===== src/rtl/var_rate_gen_if.sv =====
// Period-write port of var_rate_gen: valid/ready handshake carrying
// the target channel and the new period.
interface var_rate_gen_if #(
    parameter int unsigned CH    = 4,
    parameter int unsigned WIDTH = 33
);
    localparam int unsigned CHW = (CH > 1) ? $clog2(CH) : 1;

    logic             CFG_VALID;
    logic [CHW-1:0]   CFG_CH;
    logic [WIDTH-1:0] CFG_MAX;
    logic             CFG_READY;

    modport master (output CFG_VALID, output CFG_CH, output CFG_MAX, input  CFG_READY);
    modport slave  (input  CFG_VALID, input  CFG_CH, input  CFG_MAX, output CFG_READY);
endinterface


===== src/rtl/var_rate_gen.sv =====
// Multi-channel programmable rate generator: per-channel divider with
// square-wave or pulse output and boundary-aligned period updates.
module var_rate_gen #(
    parameter int unsigned CH    = 4,
    parameter int unsigned WIDTH = 33
) (
    input  logic          DIV_CLK,
    input  logic          RST_N,
    input  logic [CH-1:0] EN,
    input  logic [CH-1:0] MODE,
    var_rate_gen_if.slave cfg,
    output logic [CH-1:0] RATE_OUT,
    output logic [CH-1:0] TICK
);
    localparam int unsigned CHW = (CH > 1) ? $clog2(CH) : 1;

    logic [CH-1:0][WIDTH-1:0] cnt_q, cnt_d;
    logic [CH-1:0][WIDTH-1:0] per_q, per_d;
    logic [CH-1:0][WIDTH-1:0] shd_q, shd_d;
    logic [CH-1:0]            pend_q, pend_d;
    logic [CH-1:0]            rate_q, rate_d;
    logic [CH-1:0]            tick_q, tick_d;
    logic [CH-1:0]            run, term, wr;
    logic                     ready;

    // Out-of-range CFG_CH never matches any channel, so ready stays low.
    always_comb begin
        ready = 1'b0;
        for (int unsigned c = 0; c < CH; c++) begin
            if (cfg.CFG_CH == CHW'(c) && !pend_q[c]) begin
                ready = 1'b1;
            end
        end
    end

    assign cfg.CFG_READY = ready;

    always_comb begin
        cnt_d  = cnt_q;
        per_d  = per_q;
        shd_d  = shd_q;
        pend_d = pend_q;
        rate_d = rate_q;
        tick_d = tick_q;
        run    = '0;
        term   = '0;
        wr     = '0;
        for (int unsigned c = 0; c < CH; c++) begin
            run[c]  = EN[c] && (per_q[c] != '0);
            term[c] = run[c] && (cnt_q[c] == per_q[c] - WIDTH'(1));
            wr[c]   = cfg.CFG_VALID && ready && (cfg.CFG_CH == CHW'(c));
            if (run[c]) begin
                cnt_d[c]  = term[c] ? '0 : cnt_q[c] + WIDTH'(1);
                tick_d[c] = term[c];
                rate_d[c] = MODE[c] ? term[c] : (rate_q[c] ^ term[c]);
                if (term[c] && pend_q[c]) begin
                    per_d[c]  = shd_q[c];
                    pend_d[c] = 1'b0;
                end
                // wr implies pend_q==0, so this never collides with the swap above
                if (wr[c]) begin
                    shd_d[c]  = cfg.CFG_MAX;
                    pend_d[c] = 1'b1;
                end
            end else begin
                cnt_d[c]  = '0;
                rate_d[c] = 1'b0;
                tick_d[c] = 1'b0;
                if (pend_q[c]) begin
                    per_d[c]  = shd_q[c];
                    pend_d[c] = 1'b0;
                end
                if (wr[c]) begin
                    per_d[c] = cfg.CFG_MAX;
                end
            end
        end
    end

    always_ff @(posedge DIV_CLK or negedge RST_N) begin
        if (!RST_N) begin
            cnt_q  <= '0;
            per_q  <= '0;
            shd_q  <= '0;
            pend_q <= '0;
            rate_q <= '0;
            tick_q <= '0;
        end else begin
            cnt_q  <= cnt_d;
            per_q  <= per_d;
            shd_q  <= shd_d;
            pend_q <= pend_d;
            rate_q <= rate_d;
            tick_q <= tick_d;
        end
    end

    assign RATE_OUT = rate_q;
    assign TICK     = tick_q;
endmodule


===== src/flat_wrapper.sv =====
// flat-port wrapper written by rule: the top's interface ports become plain ports
module var_rate_gen_flat 
#(
    parameter int unsigned CH    = 4,
    parameter int unsigned WIDTH = 33
)
  (DIV_CLK, RST_N, EN, MODE, RATE_OUT, TICK, cfg_CFG_VALID, cfg_CFG_CH, cfg_CFG_MAX, cfg_CFG_READY);
  var_rate_gen_if #(.CH(CH), .WIDTH(WIDTH)) cfg_i ();
  input  logic DIV_CLK;
  input  logic RST_N;
  input  logic [CH-1:0] EN;
  input  logic [CH-1:0] MODE;
  output logic [CH-1:0] RATE_OUT;
  output logic [CH-1:0] TICK;
  input wire logic [$bits(cfg_i.CFG_VALID)-1:0] cfg_CFG_VALID;
  input wire logic [$bits(cfg_i.CFG_CH)-1:0] cfg_CFG_CH;
  input wire logic [$bits(cfg_i.CFG_MAX)-1:0] cfg_CFG_MAX;
  output wire logic [$bits(cfg_i.CFG_READY)-1:0] cfg_CFG_READY;
  assign cfg_i.CFG_VALID = cfg_CFG_VALID;
  assign cfg_i.CFG_CH = cfg_CFG_CH;
  assign cfg_i.CFG_MAX = cfg_CFG_MAX;
  assign cfg_CFG_READY = cfg_i.CFG_READY;
  var_rate_gen #(.CH(CH), .WIDTH(WIDTH)) u_core (.DIV_CLK(DIV_CLK), .RST_N(RST_N), .EN(EN), .MODE(MODE), .cfg(cfg_i), .RATE_OUT(RATE_OUT), .TICK(TICK));
endmodule

===== config.mk =====
export PLATFORM = sky130hd
export DESIGN_NAME = var_rate_gen_flat
export DESIGN_NICKNAME = d
export VERILOG_FILES = /design/src/rtl/var_rate_gen_if.sv /design/src/rtl/var_rate_gen.sv /design/src/flat_wrapper.sv
export SDC_FILE = /design/constraint.sdc
export NUM_CORES = 1
export LEC_CHECK = 0
export BUFFER_PORTS_ARGS = -buffer_cell sky130_fd_sc_hd__buf_2
export CAP_MARGIN = 40
export CORE_ASPECT_RATIO = 0.8
export CORE_UTILIZATION = 55
export CTS_CLUSTER_DIAMETER = 150
export DETAILED_ROUTE_END_ITERATION = 6
export GPL_TIMING_DRIVEN = 0
export PLACE_DENSITY = 0.76
export SETUP_SLACK_MARGIN = 0.02
export SYNTH_ARGS = -nofsm -noshare
export SYNTH_HDL_FRONTEND = slang
export SYNTH_SLANG_ARGS = --single-unit

===== constraint.sdc =====
create_clock -name DIV_CLK -period 3.9 [get_ports DIV_CLK]
set_clock_uncertainty 0.05 [all_clocks]
set_input_delay 0.78 -clock DIV_CLK [delete_from_list [all_inputs] [get_ports DIV_CLK]]
set_output_delay 0.78 -clock DIV_CLK [all_outputs]
set_load 0.02 [all_outputs]

==> summary.txt <==
Outcome
  – Status: finished with violations
  – Failing checks: DRC

Worst setup path
  – Critical Path RT: 4280 ps
  – CP Max Fanout: 10
  – Crit path max-delay family: simple AND/OR/NAND/NOR gates
  – Crit path top cell by count: clkbuf_1
  – Crit path DAT: 4220 ps
  – Crit start category: register
  – Worst-path cell chain: inv_1 -> ha_1 -> nor3b_4 -> and4_1 -> nand3b_1 -> o31ai_2 -> or3_1 -> clkbuf_1 -> clkbuf_1 -> mux2_2
  – CP max stage delay: 540 ps
  – Crit path kind: register to register
  – Buf+Inv Stages, Crit Path: 3
  – Slowest CP cell: o31ai_2
  – CP Capture Type: register

Synth
  – Cell count after synthesis: 2410
  – Yosys cell types: 82
  – Predominant post-synthesis flop cell: dfrtp_1
  – Mean Syn Cell Area: 9.774 um^2
  – Synthesized Nets: 2464
  – Post-synth EDFFs: 0
  – Sequential fraction of the synthesis area: 43.34%
  – Synthesized area: 0.02356 mm^2
  – Yosys reg bits: 408
  – Synth warn: 0
  – Asr flop ratio synth: 100.0%

Timing
  – Fin crit share: 98.34%
  – Slew @ Worst Pin: 828.5 ps
  – Final Setup Violations: 0
  – Fmax: 260.7 MHz
  – Slew Limit Fails: 0
  – RSZ-0062 raised after global routing: yes
  – Setup TNS Final: 0 ps
  – Tmin final: 3835 ps
  – Rel. slew slack: 44.77%
  – Fin. Hold Viols: 0

Route
  – ANT nets after route: 0
  – Vias per cell: 6.413
  – Post-route DRC: 10
  – Vias post-DR: 20020
  – Avg WL per Cell: 20.83 um
  – First drt pass iteration count: 7
  – DR iter-0 viols: 1973
  – Routed WL: 65010 um

Final layout
  – Commonest non-fill, non-tap cell in the layout: dfrtp_1
  – Most frequent cells in the layout: dfrtp_1 (405), nor2_1 (244), mux2_2 (167)
  – Final #Nets: 2590
  – Fin util: 63.28%
  – Layout cells sized above 1: 17.01%
  – # fillers: 3396
  – Layout area overhead: 13.05%
  – N_diodes: 0

Clock network
  – CTS tree: done
  – H-tree lvl count: 2
  – Clk sinks: 408
  – Total clock buffers created by CTS: 43
  – Longest Clk Path Bufs: 3
  – Clk pin slew, worst setup/hold paths: 70 ps
  – Clk Latency, worst-skew pair: 560 ps
  – Root Buffer: clkbuf_16
  – Post-CTS Hold Fix Bufs: 0

Pwr
  – Worst VDD drop: 0.0003842 V
  – Pwr Density: 493.5 mW/mm^2
  – Overall power: 0.01314 W
  – Pleak: 10.99 nW

Floorplan
  – Ports: 55
  – Die Y: 187.1 um
  – Initial Util: 55.98%
  – Die footprint: 0.04367 mm^2
  – Core Rows: 67
  – Chip width: 233.4 um
  – Core footprint: 0.04208 mm^2

GRT
  – Gr usage total: 29.80%
  – Global-route wire length before repair: 104600 um
  – Largest net degree at the start of global routing: 115
  – Initial antenna violation count: 0
  – Vias in the first global route: 19600
  – Grt ovf: 0

Placed design
  – Detail Placement HPWL: 46290 um
  – RePlAce Congestion: 0.9078
  – PortBufs: 54

Min path
  – Hold Crit Class: input pin to asynchronous set/reset pin

Job
  – Max-cap check violation count: 0
==> routing by layer <==
layer	GRT usage [%]	up-vias	share of wire [%]
met5	0	-	0
met4	8.267	0	2.6
met3	6.311	137	7.8
met2	45.01	769	45
met1	43.19	10040	45
li1	-	9065	-
==> cells in the mapped netlist (all sizes together) (16+ instances only) <==
master	n	share of area (%)
nand2	91	1.5
and3	67	1.8
buf	42	0.94
and4	16	0.59
o22ai	73	1.9
a211oi	35	1.1
or4	19	0.61
xnor2	137	5.1
clkbuf	105	1.7
and2	42	1.1
nand3	89	1.9
nor2	245	3.9
mux2	167	8.0
nand4	40	1.1
or3	24	0.64
xor2	150	5.6
nor4	47	1.4
nor3	91	2.1
dfrtp	408	43
a221o	33	1.4
o211ai	70	2.2
o21ai	32	0.68
a21oi	85	1.8
a2bb2oi	33	1.2
inv	62	0.99
==> power by group <==
part	switching (W)	total (W)	internal [W]
clock network	0.00177	0.00446	0.00269
registers	0.000815	0.00576	0.00495
logic	0.00156	0.00292	0.00136
==> worst reg2reg max path, stage by stage (launching register included) <==
cell	delay, ps
dfrtp_1	470
inv_1	90
ha_1	230
nor3b_4	310
and4_1	350
nand3b_1	260
o31ai_2	540
or3_1	190
clkbuf_1	330
clkbuf_1	510
mux2_2	400
==> state kept, by name (all words and copies together) (netlist names) <==
signal           count
u_core.TICK          4
u_core.per_q       132
u_core.pend_q        4
u_core.shd_q       132
u_core.cnt_q       132
u_core.RATE_OUT      4
==> final cells by class <==
class	instances	area, um^2	area share (%)
Sequential cell	408	10210	38.35
Buffer	144	639.4	2.401
Clock buffer	62	1290	4.844
Timing Repair Buffer	84	579.3	2.175
Clock inverter	16	236.5	0.8880
Tap cell	552	690.7	2.593
Multi-Input combinational cell	1792	12740	47.86
Inverter	63	236.5	0.8880
==> path summary, 6_finish.rpt <==
path,from,end,slack (ps),cells past startpoint
setup / recovery,u_core.per_q[33]$_DFFE_PN0P_,u_core.shd_q[48]$_DFFE_PN0P_,60,10
hold / removal,RST_N,u_core.cnt_q[8]$_DFF_PN0_,250,1
setup reg to reg,u_core.per_q[33]$_DFFE_PN0P_,u_core.shd_q[48]$_DFFE_PN0P_,60,10
hold reg to reg,u_core.shd_q[106]$_DFFE_PN0P_,u_core.shd_q[106]$_DFFE_PN0P_,450,1
max in group asynchronous,RST_N,u_core.cnt_q[129]$_DFF_PN0_,2040,3
min in group DIV_CLK,MODE[0],u_core.RATE_OUT[0]$_DFF_PN0_,450,4
==> what timing repair did <==
item                                   in CTS  in global routing
cloned                                      0                  0
endpoints found under the hold margin       0                  0
setup endpoints to repair                 358                325
buffers inserted                           12                 14
pin swaps                                   5                  8
gates resized for setup                    37                 47
==> kinds of logic (layout without fill, tap and decap cells) <==
group / after synthesis / count (layout) / share of synthesized area (%)
XOR/XNOR: 288 / 288 / 10.77
buffers and inverters: 210 / 369 / 3.617
multiplexers: 181 / 181 / 8.631
AO/OA/AOI/OAI: 457 / 457 / 13.84
adder cells (fa/ha/maj): 8 / 8 / 0.4249
AND/OR/NAND/NOR: 858 / 858 / 19.38
flip-flops: 408 / 408 / 43.34
==> stage by stage <==
step	setup slack [ps]	hold slack, ps	instances	instance area (um^2)
2_1_floorplan	380.9	421.8	2410	23560
3_5_place_dp	-703.7	438.5	3020	24610
6_report	64.69	253.2	3121	26630
5_1_grt	-108.2	325.5	3121	26630
3_3_place_gp	-5925	432.9	3016	24520
4_1_cts	23.12	272.8	3110	26400
Power figures use the tool's default switching activity.
